## src/rtl/seg_scan_driver_pkg.sv

```systemverilog
// Shared definitions for the 7-segment display path: scan FSM encoding,
// dark patterns and the digit-index to active-low anode decode.
package seg_scan_driver_pkg;

    typedef enum logic [1:0] {
        ST_OFF   = 2'd0,
        ST_BLANK = 2'd1,
        ST_SHOW  = 2'd2
    } scan_state_t;

    localparam logic [7:0] SEG_DARK = 8'hFF;
    localparam logic [7:0] AN_DARK  = 8'hFF;

    // One-hot-low anode select: only the addressed digit is driven low.
    function automatic logic [7:0] idx_to_an(input logic [2:0] idx);
        return ~(8'b1 << idx);
    endfunction

endpackage

```

## src/rtl/seg_blink_gen.sv

```systemverilog
// Free-running blink divider: blink_ph toggles every BLINK_CYCLES clocks.
module seg_blink_gen #(
    parameter int BLINK_CYCLES = 25000000
) (
    input  logic clk,
    input  logic rst,
    output logic o_blink_ph
);

    localparam int BCW = (BLINK_CYCLES > 1) ? $clog2(BLINK_CYCLES) : 1;
    localparam logic [BCW-1:0] BLINK_LAST = BCW'(BLINK_CYCLES - 1);

    logic [BCW-1:0] r_cnt;
    logic           r_ph;

    always_ff @(posedge clk) begin
        if (rst) begin
            r_cnt <= '0;
            r_ph  <= 1'b0;
        end else if (r_cnt == BLINK_LAST) begin
            r_cnt <= '0;
            r_ph  <= ~r_ph;
        end else begin
            r_cnt <= r_cnt + 1'b1;
        end
    end

    assign o_blink_ph = r_ph;

endmodule

```

## src/rtl/seg_scan_driver.sv

```systemverilog
// Time-multiplexed 7-segment scan driver: blank gap, digit capture and lit
// period per digit, with per-digit blink gating of the anodes.
module seg_scan_driver
    import seg_scan_driver_pkg::*;
#(
    parameter int NDIG         = 4,
    parameter int DIGIT_CYCLES = 100000,
    parameter int BLANK_CYCLES = 2000,
    parameter int BLINK_CYCLES = 25000000
) (
    input  logic        clk,
    input  logic        rst,
    input  logic        en,
    input  logic [7:0]  seg_in,
    input  logic [7:0]  le,
    output logic [2:0]  scan,
    output logic [7:0]  an,
    output logic [7:0]  seg_out,
    output scan_state_t dbg_state
);

    localparam int DIG_MAX = (DIGIT_CYCLES > BLANK_CYCLES) ? DIGIT_CYCLES : BLANK_CYCLES;
    localparam int DCW     = (DIG_MAX > 1) ? $clog2(DIG_MAX) : 1;
    localparam logic [DCW-1:0] DIG_LAST   = DCW'(DIGIT_CYCLES - 1);
    localparam logic [DCW-1:0] BLANK_LAST = DCW'(BLANK_CYCLES - 1);
    localparam logic [2:0]     SCAN_LAST  = 3'(NDIG - 1);

    scan_state_t    r_state;
    logic [DCW-1:0] r_dig_cnt;
    logic [2:0]     r_scan;
    logic [7:0]     r_an;
    logic [7:0]     r_seg;

    scan_state_t    w_state_nxt;
    logic [DCW-1:0] w_cnt_nxt;
    logic [2:0]     w_scan_nxt;
    logic [7:0]     w_an_nxt;
    logic [7:0]     w_seg_nxt;
    logic           w_blink_ph;
    logic           w_hide;

    seg_blink_gen #(
        .BLINK_CYCLES(BLINK_CYCLES)
    ) u_blink (
        .clk       (clk),
        .rst       (rst),
        .o_blink_ph(w_blink_ph)
    );

    always_ff @(posedge clk) begin
        if (rst) begin
            r_state   <= ST_BLANK;
            r_dig_cnt <= '0;
            r_scan    <= '0;
            r_an      <= AN_DARK;
            r_seg     <= SEG_DARK;
        end else begin
            r_state   <= w_state_nxt;
            r_dig_cnt <= w_cnt_nxt;
            r_scan    <= w_scan_nxt;
            r_an      <= w_an_nxt;
            r_seg     <= w_seg_nxt;
        end
    end

    // Disable wins over any counter expiry; scan only advances on SHOW->BLANK.
    always_comb begin
        w_state_nxt = r_state;
        w_cnt_nxt   = r_dig_cnt;
        w_scan_nxt  = r_scan;
        if (!en) begin
            w_state_nxt = ST_OFF;
            w_cnt_nxt   = '0;
        end else begin
            case (r_state)
                ST_OFF: begin
                    w_state_nxt = ST_BLANK;
                    w_cnt_nxt   = '0;
                end
                ST_BLANK: begin
                    if (r_dig_cnt == BLANK_LAST) begin
                        w_state_nxt = ST_SHOW;
                        w_cnt_nxt   = '0;
                    end else begin
                        w_cnt_nxt = r_dig_cnt + 1'b1;
                    end
                end
                ST_SHOW: begin
                    if (r_dig_cnt == DIG_LAST) begin
                        w_state_nxt = ST_BLANK;
                        w_cnt_nxt   = '0;
                        w_scan_nxt  = (r_scan == SCAN_LAST) ? 3'd0 : r_scan + 3'd1;
                    end else begin
                        w_cnt_nxt = r_dig_cnt + 1'b1;
                    end
                end
                default: begin
                    w_state_nxt = ST_OFF;
                    w_cnt_nxt   = '0;
                end
            endcase
        end
    end

    assign w_hide = le[r_scan] & w_blink_ph;

    // Segments are captured once at BLANK->SHOW; anodes re-gated every lit cycle.
    always_comb begin
        w_an_nxt  = AN_DARK;
        w_seg_nxt = SEG_DARK;
        if (en) begin
            if (r_state == ST_BLANK && r_dig_cnt == BLANK_LAST) begin
                w_seg_nxt = seg_in;
                w_an_nxt  = w_hide ? AN_DARK : idx_to_an(r_scan);
            end else if (r_state == ST_SHOW && r_dig_cnt != DIG_LAST) begin
                w_seg_nxt = r_seg;
                w_an_nxt  = w_hide ? AN_DARK : idx_to_an(r_scan);
            end
        end
    end

    assign scan      = r_scan;
    assign an        = r_an;
    assign seg_out   = r_seg;
    assign dbg_state = r_state;

endmodule

```

## config.mk

```make
export PLATFORM = sky130hd
export DESIGN_NAME = seg_scan_driver
export DESIGN_NICKNAME = d
export VERILOG_FILES = /design/src/rtl/seg_scan_driver_pkg.sv /design/src/rtl/seg_blink_gen.sv /design/src/rtl/seg_scan_driver.sv
export SDC_FILE = /design/constraint.sdc
export NUM_CORES = 1
export LEC_CHECK = 0
export ABC_AREA = 1
export BUFFER_PORTS_ARGS = -buffer_cell sky130_fd_sc_hd__buf_4
export CAP_MARGIN = 20
export CORE_ASPECT_RATIO = 1.5
export CORE_MARGIN = 8
export CORE_UTILIZATION = 46
export CTS_CLUSTER_SIZE = 14
export DETAILED_ROUTE_END_ITERATION = 12
export HOLD_SLACK_MARGIN = 0.02
export MAX_ROUTING_LAYER = met4
export PLACE_DENSITY_LB_ADDON = 0.25
export SLEW_MARGIN = 10
export SYNTH_ARGS = -nofsm -noshare
export SYNTH_HDL_FRONTEND = slang
export SYNTH_SLANG_ARGS = --single-unit
```

## constraint.sdc

```tcl
create_clock -name clk -period 2.1 [get_ports clk]
set_input_delay 0.315 -clock clk [delete_from_list [all_inputs] [get_ports clk]]
set_output_delay 0.315 -clock clk [all_outputs]
set_load 0.01 [all_outputs]
```

* Word level (Yosys, flattened, before mapping)
Index checks and enable logic that the tools add are counted.
Widths: inputs -> output; s select.
** Word-level totals
- Input port bits :: 19
- Register bits :: 64
** Operators by class
- Shifts and indexed selects :: 1
- Eq/ne operators :: 12
- Order comparisons :: 1
- Bitwise gates (word level) :: 4
- Mux-type cells :: 15
- $add $sub $neg :: 3
- Reduce and logical (&&, ||, !) cells :: 8
** Operator list (number)
- $mux 8 :: 5
- $mux 17 :: 2
- $pmux 17 s2 :: 1
- $add 25x1->25 const B :: 1
- $eq 25x25->1 const B :: 1
- $add 17x1->17 const B :: 1
- $eq 17x11->1 const B :: 1
- $eq 17x17->1 const B :: 1
- $ne 17x17->1 const B :: 1
- $not 8->8 :: 1
- $shl 1x3->8 const A :: 1
- $pmux 2 s3 :: 1
- $lt 3x4->1 const B :: 1
- $mux 2 :: 2
- $ne 2x2->1 const B :: 2
- $reduce_and 2->1 :: 2
- $reduce_or 2->1 :: 2
- $add 3x1->3 const B :: 1
- $bmux 1 s3 :: 1
- $eq 3x2->1 const B :: 1
- $mux 3 :: 1
- $ne 3x2->1 const B :: 1
- $ne 3x3->1 const B :: 1
- $reduce_and 3->1 :: 1
- other kinds (8) :: 11

* Depth between registers and ports, before layout
- Depth after elaboration :: 6
- Depth in mapped cells :: 11

* Cells and area by module
Synthesis repeated with hierarchy kept, for this count alone.
** Unflattened totals
- Cell total of the unflattened synthesis :: 480
- Area total of the unflattened synthesis :: 3274.4 um2
** Modules (own cells, without submodules)
- seg_scan_driver :: area an instance 1904.3 um2, instances 1, cells an instance 268
- seg_blink_gen :: area an instance 1370.1 um2, instances 1, cells an instance 212

* Least setup slack after synthesis
Ideal clock, no wire load.
- Path type :: reg2reg
- From :: register r_dig_cnt[0]
- To :: register r_an[3], in the netlist an[3]
- Required time :: 1979 ps
- Path buffers :: 1
- Data arrival time :: 1376 ps
- Setup slack :: 603 ps
- Stages on the path, launching flop included :: 11
- Path through :: dfxtp_1 > ha_1 > nand2_1 > inv_1 > nand2_1 > nor2_1 > nand2_1 > nand2_4 > a21oi_4 > buf_6 > nand3_1
** On the way
- Word-level cells in the longest chain between the ends :: 4
** RTL lines
- start, declared :: RTL line seg_scan_driver.sv:29 : logic [DCW-1:0] r_dig_cnt;
- start signal, assigned :: RTL line seg_scan_driver.sv:59 : r_dig_cnt <= w_cnt_nxt;
- $ne 17x17->1 :: RTL line seg_scan_driver.sv:115 : end else if (r_state == ST_SHOW && r_dig_cnt != DIG_LAST) begin
- $logic_and 1x1->1 :: RTL line seg_scan_driver.sv:115
- $mux 8 :: RTL line seg_scan_driver.sv:115
- $mux 8 * :: RTL line seg_scan_driver.sv:112 : if (r_state == ST_BLANK && r_dig_cnt == BLANK_LAST) begin
- end signal, assigned :: RTL line seg_scan_driver.sv:61 : r_an <= w_an_nxt;
- end, declared :: RTL line seg_scan_driver.sv:31 : logic [7:0] r_an;
Mark *: on every way between the ends. The rest lies on a longest branch, timed or not.
A chain may end at the register's enable or synchronous reset.

* Worst setup path after layout
- From :: register u_blink.r_cnt[0]
- To :: register u_blink.r_cnt[13]
** On the way
- Word-level cells in the longest chain between the ends :: 2
** RTL lines
- start, declared :: RTL line seg_blink_gen.sv:13 : logic [BCW-1:0] r_cnt;
- start signal, assigned :: RTL line seg_blink_gen.sv:24 : r_cnt <= r_cnt + 1'b1;
- parallel branches: the longest is 2 deep, another holds $add 25x1->25
Several ways; the timed one is not identified.

==> impl_metrics.py <==
metrics = {
    "run_status": {
        "status": "finished, final reports clean",
    },
    "clocking": {
        "post_cts_resized": 0,
        "tritoncts": "built",
        "clkTransAtPathRegs_ns": 0.07,
        "cts_buffers": 9,
        "cts.sinks": 64,
        "hold_buffers": 0,
        "clkLatencyLatePin_ns": 0.34,
        "clk_path_buf_depth": 2,
        "post_cts_buffers": 0,
        "h-tree-depth": 3,
        "cts-root-buf": "clkbuf_8",
    },
    "synth": {
        "syn_inst": 444,
        "syn_area_um2": 3170,
        "ys_warn_count": 0,
        "synth_edf_count": 0,
        "synthSimpleGateAreaFrac_pct": 38.8,
        "ys_seq_area_share_pct": 40.4,
        "synthXorXnorAreaFrac_pct": 4.69,
        "synth_top_family_by_area": "simple AND/OR/NAND/NOR gates",
        "yosysUniqueCellTypes": 29,
        "yosys.area.top_type_share_pct": 40.4,
        "synth-async-reset-ratio_pct": 0,
        "syn_nets": 473,
        "synthFlopType": "dfxtp_1",
        "synth-compound-area-share_pct": 4.50,
        "synth_area_leaders": "dfxtp_1 40%, nand2_1 12%, nor2_1 8.3%",
        "post-synth-top-count-cell": "nand2_1",
        "synth_top_area_cell": "dfxtp_1",
        "syn_area_per_cell_um2": 7.15,
        "synth_mux_area_share_pct": 0,
        "synth_fa_ha_area_share_pct": 3.94,
        "synth_seq_cells": 64,
        "ys_top_cells_by_count": "103 x nand2_1, 70 x nor2_1, 64 x dfxtp_1, 52 x inv_1, 43 x nand3_1",
    },
    "power": {
        "p_leak_nw": 1.43,
        "peakVddDrop_uv": 373,
        "powerDensity_nw_per_um2": 646,
    },
    "timing": {
        "fmax_mhz": 539,
        "finClkSkew_ns": 0.0118,
        "rsz0062_at_grt": "false",
        "timing.hold.ws_ns": 0.151,
        "slew_headroom_pct": 67.5,
        "finalWorstSetupSlack_ns": 0.245,
        "hold_viol": 0,
        "setup_tns_ns": 0,
        "slew_viol_final": 0,
        "setup_viol": 0,
        "final.period_utilization_pct": 88.3,
        "finalCriticalPeriod_ns": 1.85,
        "tightest_slew_ns": 0.484,
    },
    "detailed_routing": {
        "drtPass1Iterations": 4,
        "drt_first_iter_violations": 144,
        "finalWirelength_um": 6900,
        "postRouteAntennaNets": 0,
        "vias_per_cell": 5.01,
        "drc_errors": 0,
        "wl_per_cell_um": 12.0,
        "vias": 2873,
    },
    "finish": {
        "final_cell_area_um2": 3750,
        "nets": 520,
        "drive_gt1_share_pct": 15.5,
        "area_delta_synth_final_pct": 18.2,
        "diodes": 0,
    },
    "placement": {
        "place_area_um2": 3530,
        "io_buffer_count": 39,
        "dp_hpwl_um": 5400,
        "gp_congestion": 0.931,
        "place_ws_ns": 0.283,
    },
    "die": {
        "die_h_um": 118,
        "die_x_um": 83.8,
        "dieArea_um2": 9870,
        "coreArea_um2": 6760,
        "rows": 37,
        "initial_core_util_pct": 46.9,
        "ioPinCount": 40,
    },
    "job": {
        "maxCapViolCount": 0,
    },
    "worst_setup_path": {
        "crit_arrival_ns": 2.06,
        "crit_end": "u_blink.r_cnt[13]",
        "reg2reg_depth": 8,
        "r2r-start": "u_blink.r_cnt[0]",
        "end_kind": "register",
        "cp_max_fo": 24,
        "critPathLaunch": "u_blink.r_cnt[0]",
        "reg2reg_to": "u_blink.r_cnt[13]",
        "critical_path_required_ns": 2.31,
        "reg2reg_slack_ns": 0.25,
        "criticalPathCategory": "register to register",
        "cp-start-kind": "register",
    },
    "global_routing": {
        "grt_usage_pct": 14.7,
        "grt_start_max_net_pins": 25,
        "grt_overflow_total": 0,
        "grt_pass1_vias": 2736,
        "antenna_found_initial": 0,
        "grt_pass1_wl_um": 11900,
    },
    "min_path": {
        "holdCritStartpoint": "rst",
        "hold_class": "input pin to register",
    },
}
==> state kept, by name, summed over array words and instances (netlist names) <==
name	count
u_blink.r_cnt	25
u_blink.o_blink_ph	1
scan	3
dbg_state	2
seg_out	8
r_dig_cnt	17
an	8
==> placed cells by master (no fill, tap or decap), drive strengths merged, types with 12 or more instances in the layout <==
master	instances
nand3	47
buf	40
dfxtp	64
clkbuf	14
xor2	13
nand4	12
nand2	110
a21oi	14
inv	53
nor2	76
nor3	17
==> layout make-up <==
class,instances,area (µm²)
Timing Repair Buffer,40,300
Sequential cell,64,1280
Multi-Input combinational cell,321,1650
Fill cell,656,3010
Clock buffer,14,183
Inverter,55,206
Tap cell,78,97.6
Clock inverter,2,35.0
==> how the worst min path moves through the flow <==
stage	to	depth (start not counted)
2_1_floorplan	u_blink.o_blink_ph	1
4_1_cts	u_blink.o_blink_ph	2
5_1_grt	u_blink.o_blink_ph	2
3_5_place_dp	u_blink.r_cnt[0]	1
3_3_place_gp	u_blink.r_cnt[0]	1
6_report	u_blink.o_blink_ph	2
==> critical path, cell delays in order (launching register included) <==
cell	delay (ns)
dfxtp_1	0.35
ha_1	0.19
nand3_1	0.17
inv_1	0.17
nand2_1	0.08
nor2_1	0.14
nand2_1	0.11
nand2_2	0.38
nor2_1	0.11
==> power breakdown <==
group | switching (W) | internal [W] | total, W
combinational | 0.0000395 | 0.0000369 | 0.0000765
clock | 0.000441 | 0.000677 | 0.00112
sequential | 0.00000633 | 0.00122 | 0.00123
total | 0.000487 | 0.00194 | 0.00242
==> cell families after synthesis <==
kind of cell | count (synthesis)
flip-flops | 64
buffers and inverters | 59
XOR/XNOR | 17
adder cells (fa/ha/maj) | 10
AND/OR/NAND/NOR | 269
AO/OA/AOI/OAI | 25
==> per-stage QoR <==
stage / util [%] / std cells / power (W)
final: 55.5 / 574 / 0.00242
after global placement: 52.3 / 558 / 0.00133
after detailed placement: 52.3 / 558 / 0.00133
after global routing: 55.5 / 574 / 0.00252
after CTS: 55.5 / 574 / 0.00246
after floorplan: - / 444 / 0.00130
==> per-layer routing <==
layer | part of all wire, % | vias to the layer above | GRT usage [%] | wire [µm]
met1 | 41 | 1287 | 13.8 | 2820
met2 | 52 | 62 | 25.7 | 3600
met3 | 4.0 | 15 | 4.43 | 278
met5 | 0 | - | - | 0
met4 | 3.0 | 0 | 8.79 | 206
li1 | - | 1509 | - | -
(Power assumes the default switching activity.)
